--- config.mk ---
export PLATFORM = sky130hd
export DESIGN_NAME = nv_nvdla_ssync_filt
export DESIGN_NICKNAME = d
export VERILOG_FILES = /design/src/rtl/nv_nvdla_ssync_pkg.sv /design/src/rtl/nv_nvdla_ssync_filt_ch.sv /design/src/rtl/nv_nvdla_ssync_filt.sv
export SDC_FILE = /design/constraint.sdc
export NUM_CORES = 1
export LEC_CHECK = 0
export CAP_MARGIN = 10
export CORE_ASPECT_RATIO = 0.9
export CORE_UTILIZATION = 35
export CTS_BUF_LIST = sky130_fd_sc_hd__clkbuf_4
export CTS_CLUSTER_DIAMETER = 80
export DETAILED_ROUTE_END_ITERATION = 8
export HOLD_SLACK_MARGIN = 0.1
export PLACE_DENSITY_LB_ADDON = 0.05
export SETUP_SLACK_MARGIN = 0.3
export SYNTH_ARGS = -nofsm -noshare
export SYNTH_HDL_FRONTEND = slang
export SYNTH_SLANG_ARGS = --single-unit
--- constraint.sdc ---
create_clock -name o_clk -period 2.4 [get_ports o_clk]
set_clock_uncertainty 0.1 [all_clocks]
set_input_delay 0.48 -clock o_clk [delete_from_list [all_inputs] [get_ports o_clk]]
set_output_delay 0.48 -clock o_clk [all_outputs]
set_load 0.02 [all_outputs]
--- src/rtl/nv_nvdla_ssync_pkg.sv ---
// Shared constants and elaboration-time parameter check for the
// filtered level synchronizer.
package nv_nvdla_ssync_pkg;

    localparam int SSYNC_MIN_STAGES = 2;

    function automatic bit ssync_params_ok(input int width, input int stages, input int filt_w);
        return (stages >= SSYNC_MIN_STAGES) && (width >= 1) && (filt_w >= 1);
    endfunction

endpackage

--- src/rtl/nv_nvdla_ssync_filt_ch.sv ---
// One channel: async level -> flop chain -> glitch filter -> level + strobes.
// chg_nxt is the pre-register change flag, so the top can register chg_o
// alongside the strobes.
module nv_nvdla_ssync_filt_ch #(
    parameter int   STAGES  = 3,
    parameter int   FILT_W  = 4,
    parameter logic RST_VAL = 1'b0
) (
    input  logic              o_clk,
    input  logic              o_rst,
    input  logic              async_i,
    input  logic [FILT_W-1:0] filt_thresh,
    input  logic              test_mode,
    output logic              sync_o,
    output logic              rise_o,
    output logic              fall_o,
    output logic              chg_nxt
);

    (* ASYNC_REG = "TRUE" *) logic meta;
    logic [STAGES-2:0] chain;
    logic              raw;
    logic [FILT_W-1:0] cnt;
    logic [FILT_W-1:0] cnt_nxt;
    logic              level_nxt;
    logic              flip;

    assign raw     = chain[STAGES-2];
    assign chg_nxt = flip;

    // Flip once raw has disagreed for more than filt_thresh cycles; >= keeps a
    // lowered threshold from stalling or wrapping a count already past it.
    always_comb begin
        cnt_nxt   = '0;
        level_nxt = sync_o;
        flip      = 1'b0;
        if (test_mode) begin
            level_nxt = raw;
            flip      = (raw != sync_o);
        end else if (raw != sync_o) begin
            if (cnt >= filt_thresh) begin
                level_nxt = raw;
                flip      = 1'b1;
            end else begin
                cnt_nxt = cnt + 1'b1;
            end
        end
    end

    always_ff @(posedge o_clk) begin
        if (o_rst) begin
            meta   <= RST_VAL;
            chain  <= {(STAGES-1){RST_VAL}};
            sync_o <= RST_VAL;
            cnt    <= '0;
            rise_o <= 1'b0;
            fall_o <= 1'b0;
        end else begin
            meta     <= async_i;
            chain[0] <= meta;
            for (int s = 1; s < STAGES - 1; s++) begin
                chain[s] <= chain[s-1];
            end
            sync_o <= level_nxt;
            cnt    <= cnt_nxt;
            rise_o <= flip & level_nxt;
            fall_o <= flip & ~level_nxt;
        end
    end

endmodule

--- src/rtl/nv_nvdla_ssync_filt.sv ---
// Multi-channel filtered level synchronizer: WIDTH independent channels plus
// a registered any-change flag.
module nv_nvdla_ssync_filt
    import nv_nvdla_ssync_pkg::*;
#(
    parameter int               WIDTH   = 4,
    parameter int               STAGES  = 3,
    parameter int               FILT_W  = 4,
    parameter logic [WIDTH-1:0] RST_VAL = {WIDTH{1'b0}}
) (
    input  logic              o_clk,
    input  logic              o_rst,
    input  logic [WIDTH-1:0]  async_i,
    input  logic [FILT_W-1:0] filt_thresh,
    input  logic              test_mode,
    output logic [WIDTH-1:0]  sync_o,
    output logic [WIDTH-1:0]  rise_o,
    output logic [WIDTH-1:0]  fall_o,
    output logic              chg_o
);

    if (!ssync_params_ok(WIDTH, STAGES, FILT_W)) begin : g_param_err
        $error("nv_nvdla_ssync_filt: need STAGES>=2, WIDTH>=1, FILT_W>=1");
    end

    logic [WIDTH-1:0] chg_nxt;

    for (genvar g = 0; g < WIDTH; g++) begin : g_ch
        nv_nvdla_ssync_filt_ch #(
            .STAGES  (STAGES),
            .FILT_W  (FILT_W),
            .RST_VAL (RST_VAL[g])
        ) u_ch (
            .o_clk       (o_clk),
            .o_rst       (o_rst),
            .async_i     (async_i[g]),
            .filt_thresh (filt_thresh),
            .test_mode   (test_mode),
            .sync_o      (sync_o[g]),
            .rise_o      (rise_o[g]),
            .fall_o      (fall_o[g]),
            .chg_nxt     (chg_nxt[g])
        );
    end

    always_ff @(posedge o_clk) begin
        if (o_rst) begin
            chg_o <= 1'b0;
        end else begin
            chg_o <= |chg_nxt;
        end
    end

endmodule

# Yosys cells after proc, flatten, opt, wreduce, memory -nomap -nowiden
# Cells that the tools add are included.
[totals] reg_bits=41 latchBits=0 ramBits=0 mem_bits_ro=0 in_bits=11 n_memories=0
[op_classes] n_addsub=4 mul=0 div_mod_pow=0 order_cmp=4 eq_ne=4 n_shift=0 muxes=24 n_bitwise=16 reduce_logical=5
[op_table] cell="two-way mux 1 bit" n=24
[op_table] cell="OR reduction 4 bit" n=5
[op_table] cell="adder 4 x 1 -> 4 bit, second input constant" n=4
[op_table] cell="greater-or-equal comparator 4 bit" n=4
[op_table] cell="AND 1 bit" n=8
[op_table] cell="inverter 1 bit" n=8
[op_table] cell="inequality test 1 bit" n=4

# Depth between registers and ports, before layout
# Gate-level depths: netlist (run 1).
[depth] word_depth=6 ltp_mapped=6 mapped_depth_nobuf=6

# Cells and area by module
# Synthesis (run 1) repeated with hierarchy kept, for this count alone.
[hier_totals] hier_cells=175 area_unflattened_um2=1756.7
[by_module_without_submodules] mod="nv_nvdla_ssync_filt_ch" n_inst=4 cells_each=43 area_each_um2=431.7
[by_module_without_submodules] mod="nv_nvdla_ssync_filt" n_inst=1 cells_each=3 area_each_um2=30.0

# Least setup slack after synthesis (run 1)
# OpenSTA, ideal clock, no wires.
[synth_path] path_kind="input to register" from="input port filt_thresh[3]" to="register g_ch[1].u_ch.cnt[2]" setup_time_ns=0.064 arrival_ns=1.625 slack_ns=0.611 cell_stages=6 path_buffers=0 cell_sequence="inv_1 ha_1 a211oi_2 o21ai_2 or3b_4 nor2_1"
[synth_via] elab_chain_cells=2
[synth_rtl] item="start: declaration" line_no="nv_nvdla_ssync_filt.sv:14" source="input logic [FILT_W-1:0] filt_thresh,"
[synth_rtl] item="greater-or-equal comparator 4 bit" line_no="nv_nvdla_ssync_filt_ch.sv:41" source="if (cnt >= filt_thresh) begin"
[synth_rtl] item="OR reduction 4 bit (no line)"
[synth_rtl] item="end signal: assignment" line_no="nv_nvdla_ssync_filt_ch.sv:65" source="cnt <= cnt_nxt;"
[synth_rtl] item="end: declaration" line_no="nv_nvdla_ssync_filt_ch.sv:23" source="logic [FILT_W-1:0] cnt;"
# No other way between the ends.
# A chain may end at the register's enable or synchronous reset.

# Final worst setup path (run 1)
[layout_path] from="input port filt_thresh[0]" to="register chg_o"
[layout_via] elab_chain_cells=5
[layout_rtl] item="greater-or-equal comparator 4 bit" line_no="nv_nvdla_ssync_filt_ch.sv:41"
[layout_rtl] item="two-way mux 1 bit" line_no="nv_nvdla_ssync_filt_ch.sv:41"
[layout_rtl] item="two-way mux 1 bit" line_no="nv_nvdla_ssync_filt_ch.sv:40" source="end else if (raw != sync_o) begin"
[layout_rtl] item="two-way mux 1 bit" line_no="nv_nvdla_ssync_filt_ch.sv:37" source="if (test_mode) begin"
[layout_rtl] item="OR reduction 4 bit (*)" line_no="nv_nvdla_ssync_filt.sv:50" source="chg_o <= |chg_nxt;"
[layout_rtl] item="end signal: assignment" line_no="nv_nvdla_ssync_filt.sv:50"
[layout_rtl] item="end: declaration" line_no="nv_nvdla_ssync_filt.sv:19" source="output logic chg_o"
# Mark *: on every way between the ends. The rest lies on a longest branch, timed or not.

==> results.tsv, run 1 <==
stage	metric	value	unit
synthesis	syn_inst	178	
synthesis	synth_area_leaders	dfxtp_1, ha_1, buf_4	
hold_path	hold_path_depth	1	
clock_tree	cts_resized	0	
final_layout	nets	227	
route	wl	3200	um
route	drc	0	
worst_setup_path	crit_required	2.52	ns
route	first_pass_iters	4	
die	core	4890	um^2
grt	use_met1	16.1	%
worst_setup_path	start_kind	input pin	
timing	setup_viol	0	
clock_tree	cts_root_buf	clkbuf_4	
synthesis	synth_top_area_share	45.3	%
final_layout	fillers	474	
synthesis	synth.avg_cell_area	10.2	um^2
synthesis	synth_seq_cells	41	
final_layout	n_antenna_cell	0	
synthesis	synthesis.area	1810	um^2
worst_setup_path	r2r_cells	6	
final_layout	drive_above_1_share	8.16	%
grt	grt.busiest_layer	met2	
grt	grt_max_degree	14	
die	num_io_pins	24	
timing	maxSlewViolCount	0	
worst_setup_path	r2r-start	g_ch[3].u_ch.cnt[0]$_SDFF_PP0_	
timing	holdWs	0.350	ns
grt	antenna_found_initial	0	
die	die_w	77.8	um
power_and_ir_drop	cellPowerDensity	573	nW/um^2
final_layout	syn2layout_area_growth	17.5	%
clock_tree	cts_buffers	5	
placement	gp_congestion	0.768	
clock_tree	cts_tree	yes	
final_layout	final_core_util	43.5	%
synthesis	synth_fp_nets	209	
worst_setup_path	rrSetupSlack	0.58	ns
final_layout	final_cell_area	2130	um^2
grt	track_usage	13.1	%
worst_setup_path	arrival	2.16	ns
power_and_ir_drop	peakVddDrop	0.296	mV
timing	setup-tns-final	0	ns
route	first_iter_violations	39	
worst_setup_path	reg2reg_to	chg_o$_SDFF_PP0_	
timing	period_share	85.0	%
grt	grt_util_met3	4.31	%
worst_setup_path	crit_family	compound AO/OA/AOI/OAI gates	
power_and_ir_drop	p_leak	0.000862	uW
power_and_ir_drop	power.total	1220	uW
clock_tree	htreeDepth	2	
die	start_util	37.0	%
route	viasPerCell	4.57	
clock_tree	clk_pin_slew_worst_paths	0.11	ns
outcome	status	completed	
placement	io_buffers	23	
clock_tree	clkLatencyLatePin	0.34	ns
synthesis	synth_largest_area_cell	dfxtp_1	
worst_setup_path	endpoint_kind	flip-flop	
synthesis	yosys.area_share.simple	17.7	%
clock_tree	postCtsSetupBuffers	0	
timing	fin_crit	2.04	ns
worst_setup_path	cp_slowest_cell	clkdlybuf4s50_1	
synthesis	synth_top_family_by_area	simple AND/OR/NAND/NOR gates	
grt	grt-ovfl-total	0	
synthesis	synth_cell_types	21	
synthesis	synth_ff_type	dfxtp_1	
die	die_y	70.2	um
placement	placedInstanceArea	2040	um^2
timing	hold_violations	0	
worst_setup_path	crit_path_start	filt_thresh[0]	
grt	use_met2	20.7	%
synthesis	ys_async_sr_fraction	0	%
synthesis	synth_warnings	0	
clock_tree	ctsHoldBuffers	0	
hold_path	min_from	g_ch[2].u_ch.chain[0]$_SDFF_PP0_	
synthesis	synth_compound_area_share	7.26	%
route	wl_per_cell	12.3	um
timing	rsz0062_at_grt	true	
route	postRouteAntennaNets	0	
timing	fmaxAchievable	490	MHz
timing	tightestPinTransition	0.412	ns
synthesis	seq_area_frac_synth	45.3	%
grt	grt_pass1_vias	1126	
job	drv_cap	0	
worst_setup_path	worstPathCellList	clkdlybuf4s50_1 -> ha_1 -> nor3b_1 -> o211ai_1 -> a22oi_1 -> a21oi_1	
synthesis	synth_edf_count	0	
synthesis	synthMuxAreaShare	2.21	%
timing	relSlewSlack	72.4	%
hold_path	holdPathEnd	g_ch[2].u_ch.chain[1]$_SDFF_PP0_	
hold_path	hold_class	flip-flop to flip-flop	
worst_setup_path	crit_type	input pin to flip-flop	
die	dieArea	5460	um^2
synthesis	synth_xor_area_share	5.81	%
die	rows	24	
clock_tree	numClockSinks	41	
synthesis	synth_adder_area_share	13.8	%
clock_tree	cts_buffer_depth	2	
worst_setup_path	path_max_fanout	4	
worst_setup_path	cp_num_buf_inv	1	
placement	hpwl	2420	um
grt	grt_pass1_wl	5330	um
route	dr_total_vias	1194	
worst_setup_path	cpPeakStageDelay	0.50	ns
-- per-layer routing --
layer | share of wire, % | vias to the layer above
li1 | - | 621
met1 | 48 | 546
met2 | 46 | 21
met3 | 4.4 | 6
met4 | 1.2 | 0
met5 | 0 | -
-- cell usage after synthesis (all sizes together) (3+ instances only) --
cell / number
dfxtp: 41
nor2: 21
ha: 20
buf: 12
inv: 12
nor2b: 12
nor3b: 12
xor2: 8
nand3: 7
o211ai: 7
a21oi: 4
mux2i: 4
nand2b: 4
xnor2: 4
o21a: 3
-- metrics by stage --
step,std cells,setup slack (ns)
5_1_grt,261,0.270
3_5_place_dp,254,0.00367
6_report,261,0.361
4_1_cts,261,0.341
2_1_floorplan,178,0.611
3_3_place_gp,254,0.0364
-- worst reg2reg max path: stages (launching register included) --
cell,delay (ns)
dfxtp_1,0.41
inv_1,0.07
ha_1,0.27
nor3b_1,0.30
o211ai_1,0.24
a22oi_1,0.23
a21oi_1,0.08
-- state kept, by name, summed over array words and instances, names as in the netlist --
| signal | count |
|---|---|
| g_ch.u_ch.fall_o | 4 |
| g_ch.u_ch.rise_o | 4 |
| chg_o | 1 |
| g_ch.u_ch.cnt | 16 |
| g_ch.u_ch.meta | 4 |
| g_ch.u_ch.sync_o | 4 |
| g_ch.u_ch.chain | 8 |
-- layout by cell type (no fill, tap or decap), types with 2 or more instances in the layout --
master,n
nand3_1,7
clkdlybuf4s50_1,23
dfxtp_1,41
nor2_1,21
nor2b_1,12
inv_1,12
o21a_1,3
nand2b_1,4
ha_1,20
xnor2_1,4
nor3b_1,8
o211ai_1,7
nor3b_2,4
mux2i_1,4
buf_4,2
a22oi_1,2
a21oi_1,4
xor2_1,8
clkbuf_4,5
-- layout make-up --
type	instances	area, um^2	area share (%)
clock inverter	2	35.0	1.65
sequential	41	821	38.6
inverter	12	45.0	2.12
clock buffer	5	37.5	1.76
multi-input combinational	111	862	40.5
timing repair buffer	25	245	11.5
tap	65	81.3	3.82
-- worst max path at each step --
stage | cells past startpoint | endpoint | slack (ns)
finish | 6 | chg_o$_SDFF_PP0_ | 0.36
floorplan | 6 | g_ch[1].u_ch.cnt[2]$_SDFF_PP0_ | 0.61
detailed placement | 6 | chg_o$_SDFF_PP0_ | 0.004
CTS | 6 | chg_o$_SDFF_PP0_ | 0.34
global placement | 6 | chg_o$_SDFF_PP0_ | 0.04
global route | 6 | chg_o$_SDFF_PP0_ | 0.27
-- kinds of logic after synthesis --
family / count (synthesis)
and+or+nand+nor: 57
DFF: 41
buffers and inverters: 26
adders and majority gates: 20
AOI/OAI and AO/OA: 18
xor gates and xnor gates: 12
muxes: 4
-- power breakdown --
part           switching (uW)  leakage [uW]  internal (uW)  total (uW)
Sequential               6.04      0.000333            692         698
Combinational            46.6      0.000488           48.4        94.9
Clock                     213     0.0000410            212         425
Total                     266      0.000862            953        1220
Note: power is estimated with default switching activity, not from simulation.
==> run 2: changes to the inputs <==
==> constraint.sdc (replaced) <==
create_clock -name o_clk -period 2.08 [get_ports o_clk]
set_clock_uncertainty 0.1 [all_clocks]
set_input_delay 0.416 -clock o_clk [delete_from_list [all_inputs] [get_ports o_clk]]
set_output_delay 0.416 -clock o_clk [all_outputs]
set_load 0.02 [all_outputs]
==> run 2 against run 1 <==
Net effect:
- hold slack worse by 0.0024 ns
- die area did not move
- global-route usage about the same
- register-to-register slack lost 0.20 ns
- via count up 1.9%
- sequential cell count unchanged
- setup slack improved by 0.0098 ns
- cell area increased by 6.4%
- largest power group unchanged
==> results.tsv, run 2 (same netlist as run 1, synthesis figures left out) <==
stage	metric	value	unit
die	core	4890	um^2
route	postRouteAntennaNets	0	
outcome	status	completed	
final_layout	final_cell_area	2260	um^2
worst_setup_path	start_kind	input pin	
final_layout	top_register	g_ch.u_ch.cnt	
timing	setup-tns-final	0	ns
timing	tightestPinTransition	0.409	ns
clock_tree	cts_root_buf	clkbuf_4	
route	drc	0	
worst_setup_path	crit_top_cell	o211ai_1	
worst_setup_path	worstPathCellList	dlygate4sd2_1 -> inv_2 -> ha_1 -> o211ai_1 -> o211ai_1 -> buf_4 -> a22oi_2 -> a21oi_1	
job	drv_cap	0	
die	die_y	70.2	um
power_and_ir_drop	cellPowerDensity	636	nW/um^2
final_layout	most-common-layout-cells	dfxtp_1, nor2_1, ha_1, dlygate4sd2_1, nor2b_1	
die	dieArea	5460	um^2
final_layout	fillers	474	
final_layout	layout_commonest_cell	dfxtp_1	
clock_tree	cts_tree	yes	
route	wl	3280	um
timing	fin_crit	1.71	ns
clock_tree	clkLatencyLatePin	0.34	ns
power_and_ir_drop	p_leak	0.000975	uW
clock_tree	cts_buffers	5	
timing	maxSlewViolCount	0	
grt	grt-ovfl-total	0	
route	dr_total_vias	1217	
clock_tree	cts_buffer_depth	2	
die	rows	24	
route	first_pass_iters	4	
worst_setup_path	cp_slowest_cell	ha_1	
grt	antenna_found_initial	0	
final_layout	seqCellArea	826	um^2
final_layout	largest_registers	g_ch.u_ch.cnt (16), g_ch.u_ch.chain (8)	
placement	placedInstanceArea	2060	um^2
grt	grt_pass1_wl	5530	um
final_layout	syn2layout_area_growth	24.9	%
placement	io_buffers	23	
die	num_io_pins	24	
timing	period_share	82.2	%
final_layout	drive_above_1_share	19.1	%
clock_tree	clk_pin_slew_worst_paths	0.12	ns
worst_setup_path	rrSetupSlack	0.38	ns
final_layout	nets	234	
timing	rsz0062_at_grt	true	
placement	gp_congestion	0.781	
final_layout	largest_reg_flops	16	
worst_setup_path	crit_required	2.21	ns
hold_path	hold_class	flip-flop to flip-flop	
worst_setup_path	endpoint_kind	flip-flop	
worst_setup_path	path_max_fanout	4	
worst_setup_path	crit_type	input pin to flip-flop	
final_layout	multi_input_area	948	um^2
route	wl_per_cell	12.2	um
clock_tree	numClockSinks	41	
timing	setup_viol	0	
placement	hpwl	2330	um
worst_setup_path	arrival	1.83	ns
clock_tree	htreeDepth	2	
final_layout	final_core_util	46.2	%
timing	fmaxAchievable	585	MHz
die	die_w	77.8	um
worst_setup_path	cpPeakStageDelay	0.25	ns
route	first_iter_violations	28	
power_and_ir_drop	peakVddDrop	0.465	mV
grt	grt_max_degree	14	
timing	relSlewSlack	72.7	%
power_and_ir_drop	power.total	1440	uW
final_layout	n_antenna_cell	0	
grt	grt_pass1_vias	1213	
timing	hold_violations	0	
clock_tree	ctsHoldBuffers	0	
die	start_util	37.0	%
grt	track_usage	13.0	%
route	viasPerCell	4.52	
## run 2: path summary, 6_finish.rpt
kind	start	cells after the start	to
worst min-delay path	g_ch[1].u_ch.cnt[0]$_SDFF_PP0_	1	g_ch[1].u_ch.cnt[0]$_SDFF_PP0_
worst min register to register	g_ch[1].u_ch.cnt[0]$_SDFF_PP0_	1	g_ch[1].u_ch.cnt[0]$_SDFF_PP0_
worst max-delay path	filt_thresh[1]	8	chg_o$_SDFF_PP0_
worst max register to register	g_ch[2].u_ch.cnt[0]$_SDFF_PP0_	7	chg_o$_SDFF_PP0_
## run 2: metal layers
metal	GRT usage (%)	wire length [um]
met5	0	0
met3	4.05	138
met2	20.7	1510
met1	16.4	1600
met4	5.03	38
## run 2: timing repair
action,in CTS,in global routing
hold endpoints to repair,0,0
resized for setup,24,15
setup endpoints to repair,41,25
setup buffers,3,1
pin swaps,9,5
## run 2: power breakdown
part | switching [uW] | internal (uW) | total (uW) | leakage (uW)
registers | 7.01 | 798 | 805 | 0.000334
clock network | 259 | 249 | 508 | 0.0000389
logic | 61.9 | 63.7 | 126 | 0.000602
total | 328 | 1110 | 1440 | 0.000975
## run 2: final cells by class
type / count / area share, %
clock buffers: 5 / 1.66
multi-input cells: 111 / 41.9
repair buffers: 32 / 12.4
well taps: 65 / 3.60
inverters: 12 / 2.10
clock inverters: 3 / 1.83
flip-flops and latches: 41 / 36.5
## run 2: critical path, delay by kind of cell
kind	cells	cell delay [ns]
compound gates	4	0.64
fa+ha+maj	1	0.25
buf+inv	3	0.53
## run 2: metrics by stage
stage	setup WS (ns)	instances	hold slack, ns
global route	0.284	269	0.358
floorplan	0.355	178	0.314
global placement	-0.227	257	0.320
finish	0.371	269	0.348
CTS	0.300	268	0.358
detailed placement	-0.250	257	0.332
==> run 3: changes to the inputs <==
==> constraint.sdc (replaced) <==
create_clock -name o_clk -period 1.4 [get_ports o_clk]
set_clock_uncertainty 0.1 [all_clocks]
set_input_delay 0.28 -clock o_clk [delete_from_list [all_inputs] [get_ports o_clk]]
set_output_delay 0.28 -clock o_clk [all_outputs]
set_load 0.02 [all_outputs]
==> run 3 against run 2 <==
Net effect:
- the run now ends with setup timing left
- sequential share of layout area decreased by 5.4 points
- non-clock buffer count grew 23
- first-iteration DRC count up 3.6%
- via count rose by 11%
- critical path type is now flip-flop to flip-flop
==> results.tsv, run 3 (same netlist as run 1, synthesis figures left out) <==
stage	metric	value	unit
die	die_w	77.8	um
route	wl_per_cell	13.3	um
route	viasPerCell	4.63	
die	rows	24	
route	dr_total_vias	1352	
worst_setup_path	crit_type	flip-flop to flip-flop	
grt	grt_max_degree	15	
final_layout	most-common-layout-cells	buf_4, dfxtp_2, nor2_1	
timing	maxSlewViolCount	0	
final_layout	stdcell_count	292	
timing	setup_viol	29	
clock_tree	cts_buffers	5	
timing	rsz0062_at_grt	true	
power_and_ir_drop	cellPowerDensity	882	nW/um^2
timing	period_share	117	%
route	wl_met1	1810	um
clock_tree	clk_pin_slew_worst_paths	0.14	ns
outcome	status	finished with violations	
die	core	4890	um^2
route	postRouteAntennaNets	0	
worst_setup_path	path_max_fanout	3	
final_layout	n_antenna_cell	0	
timing	fin_crit	1.64	ns
grt	grt-ovfl-total	0	
hold_path	hold_class	input pin to flip-flop	
worst_setup_path	crit_required	1.55	ns
grt	track_usage	14.8	%
job	drv_cap	0	
final_layout	final_core_util	56.6	%
placement	gp_congestion	0.794	
route	wl_met2	1920	um
route	wl_met3	112	um
final_layout	top_register	g_ch.u_ch.cnt	
route	drc	0	
grt	grt_pass1_wl	6280	um
timing	setup-tns-final	-2.74	ns
grt	antenna_found_initial	0	
final_layout	largest_reg_flops	16	
route	route.top_layer_used	met4	
outcome	violations	setup timing	
worst_setup_path	start_kind	flip-flop	
route	first_pass_iters	4	
timing	tightestPinTransition	0.357	ns
final_layout	drive_above_1_share	60.4	%
die	die_y	70.2	um
clock_tree	clkLatencyLatePin	0.35	ns
final_layout	nets	257	
timing	fmaxAchievable	609	MHz
final_layout	syn2layout_area_growth	52.9	%
placement	dp.cells	277	
final_layout	largest_registers	g_ch.u_ch.cnt (16), g_ch.u_ch.chain (8)	
worst_setup_path	endpoint_kind	flip-flop	
grt	grt_pass1_vias	1398	
power_and_ir_drop	p_leak	0.00112	uW
clock_tree	cts_root_buf	clkbuf_4	
clock_tree	numClockSinks	41	
clock_tree	cts_tree	yes	
final_layout	layout_commonest_cell	buf_4	
die	dieArea	5460	um^2
route	wl	3890	um
timing	hold_violations	0	
timing	fin_ws	-0.243	ns
worst_setup_path	arrival	1.79	ns
clock_tree	htreeDepth	2	
timing	relSlewSlack	76.1	%
timing	holdWs	0.238	ns
placement	hpwl	2650	um
placement	io_buffers	23	
die	start_util	37.0	%
route	first_iter_violations	29	
clock_tree	cts_buffer_depth	2	
power_and_ir_drop	peakVddDrop	0.522	mV
die	num_io_pins	24	
-- run 3: cell count changes in the layout (fill, tap and decap cells not counted), sizes merged --
| cell | before | now |
|---|---|---|
| clkdlybuf4s50 | 6 | 5 |
| dlygate4sd2 | 16 | 2 |
| clkbuf | 5 | 6 |
| bufinv | 1 | 2 |
| clkinv | 1 | 0 |
| buf | 9 | 46 |
-- run 3: layout make-up --
cell class | count | area, um^2
clock buffer | 5 | 37.5
fill | 417 | 2130
clock inverter | 3 | 68.8
tap | 65 | 81.3
timing repair buffer | 55 | 480
inverter | 12 | 53.8
multi-input combinational | 111 | 1180
sequential | 41 | 862
-- run 3: what timing repair did --
item,in CTS,in global routing
pin swaps,33,22
gates resized for setup,146,21
cloned,0,0
hold buffers,0,0
setup buffers,5,2
endpoints found under the setup margin,42,53
-- run 3: path summary, 6_finish.rpt --
path	from	end	slack [ns]	cells past startpoint
worst min-delay path	o_rst	chg_o$_SDFF_PP0_	0.24	3
worst min register to register	g_ch[3].u_ch.meta$_SDFF_PP0_	g_ch[3].u_ch.chain[0]$_SDFF_PP0_	0.35	1
worst max register to register	g_ch[0].u_ch.cnt[3]$_SDFF_PP0_	g_ch[0].u_ch.sync_o$_SDFF_PP0_	-0.24	6
worst max-delay path	g_ch[0].u_ch.cnt[3]$_SDFF_PP0_	g_ch[0].u_ch.sync_o$_SDFF_PP0_	-0.24	6
-- run 3: report_power, final --
group | total (uW) | switching (uW) | internal, uW | leakage [uW]
clock | 992 | 430 | 562 | 0.0000558
combinational | 255 | 119 | 136 | 0.000720
sequential | 1190 | 10.3 | 1180 | 0.000348
total | 2440 | 559 | 1880 | 0.00112
-- run 3: routing by layer --
metal	vias up	GRT usage, %
met5	-	0
met1	640	18.0
met2	21	25.3
met4	0	5.03
li1	687	-
met3	4	3.79
-- run 3: worst max-delay path, cell delays in order (launching register included) --
cell      delay (ns)
dfxtp_2         0.37
ha_4            0.27
o211ai_1        0.13
o211ai_1        0.25
buf_4           0.19
mux2i_1         0.18
nor2_1          0.07
-- run 3: per-stage QoR --
stage	instance area, um^2	setup slack [ns]	total power [uW]
final	2770	-0.243	2440
after detailed placement	2260	-0.872	1400
after global placement	2260	-0.857	1400
after global routing	2770	-0.347	2550
after CTS	2680	-0.199	2460
after floorplan	1860	-0.171	1330
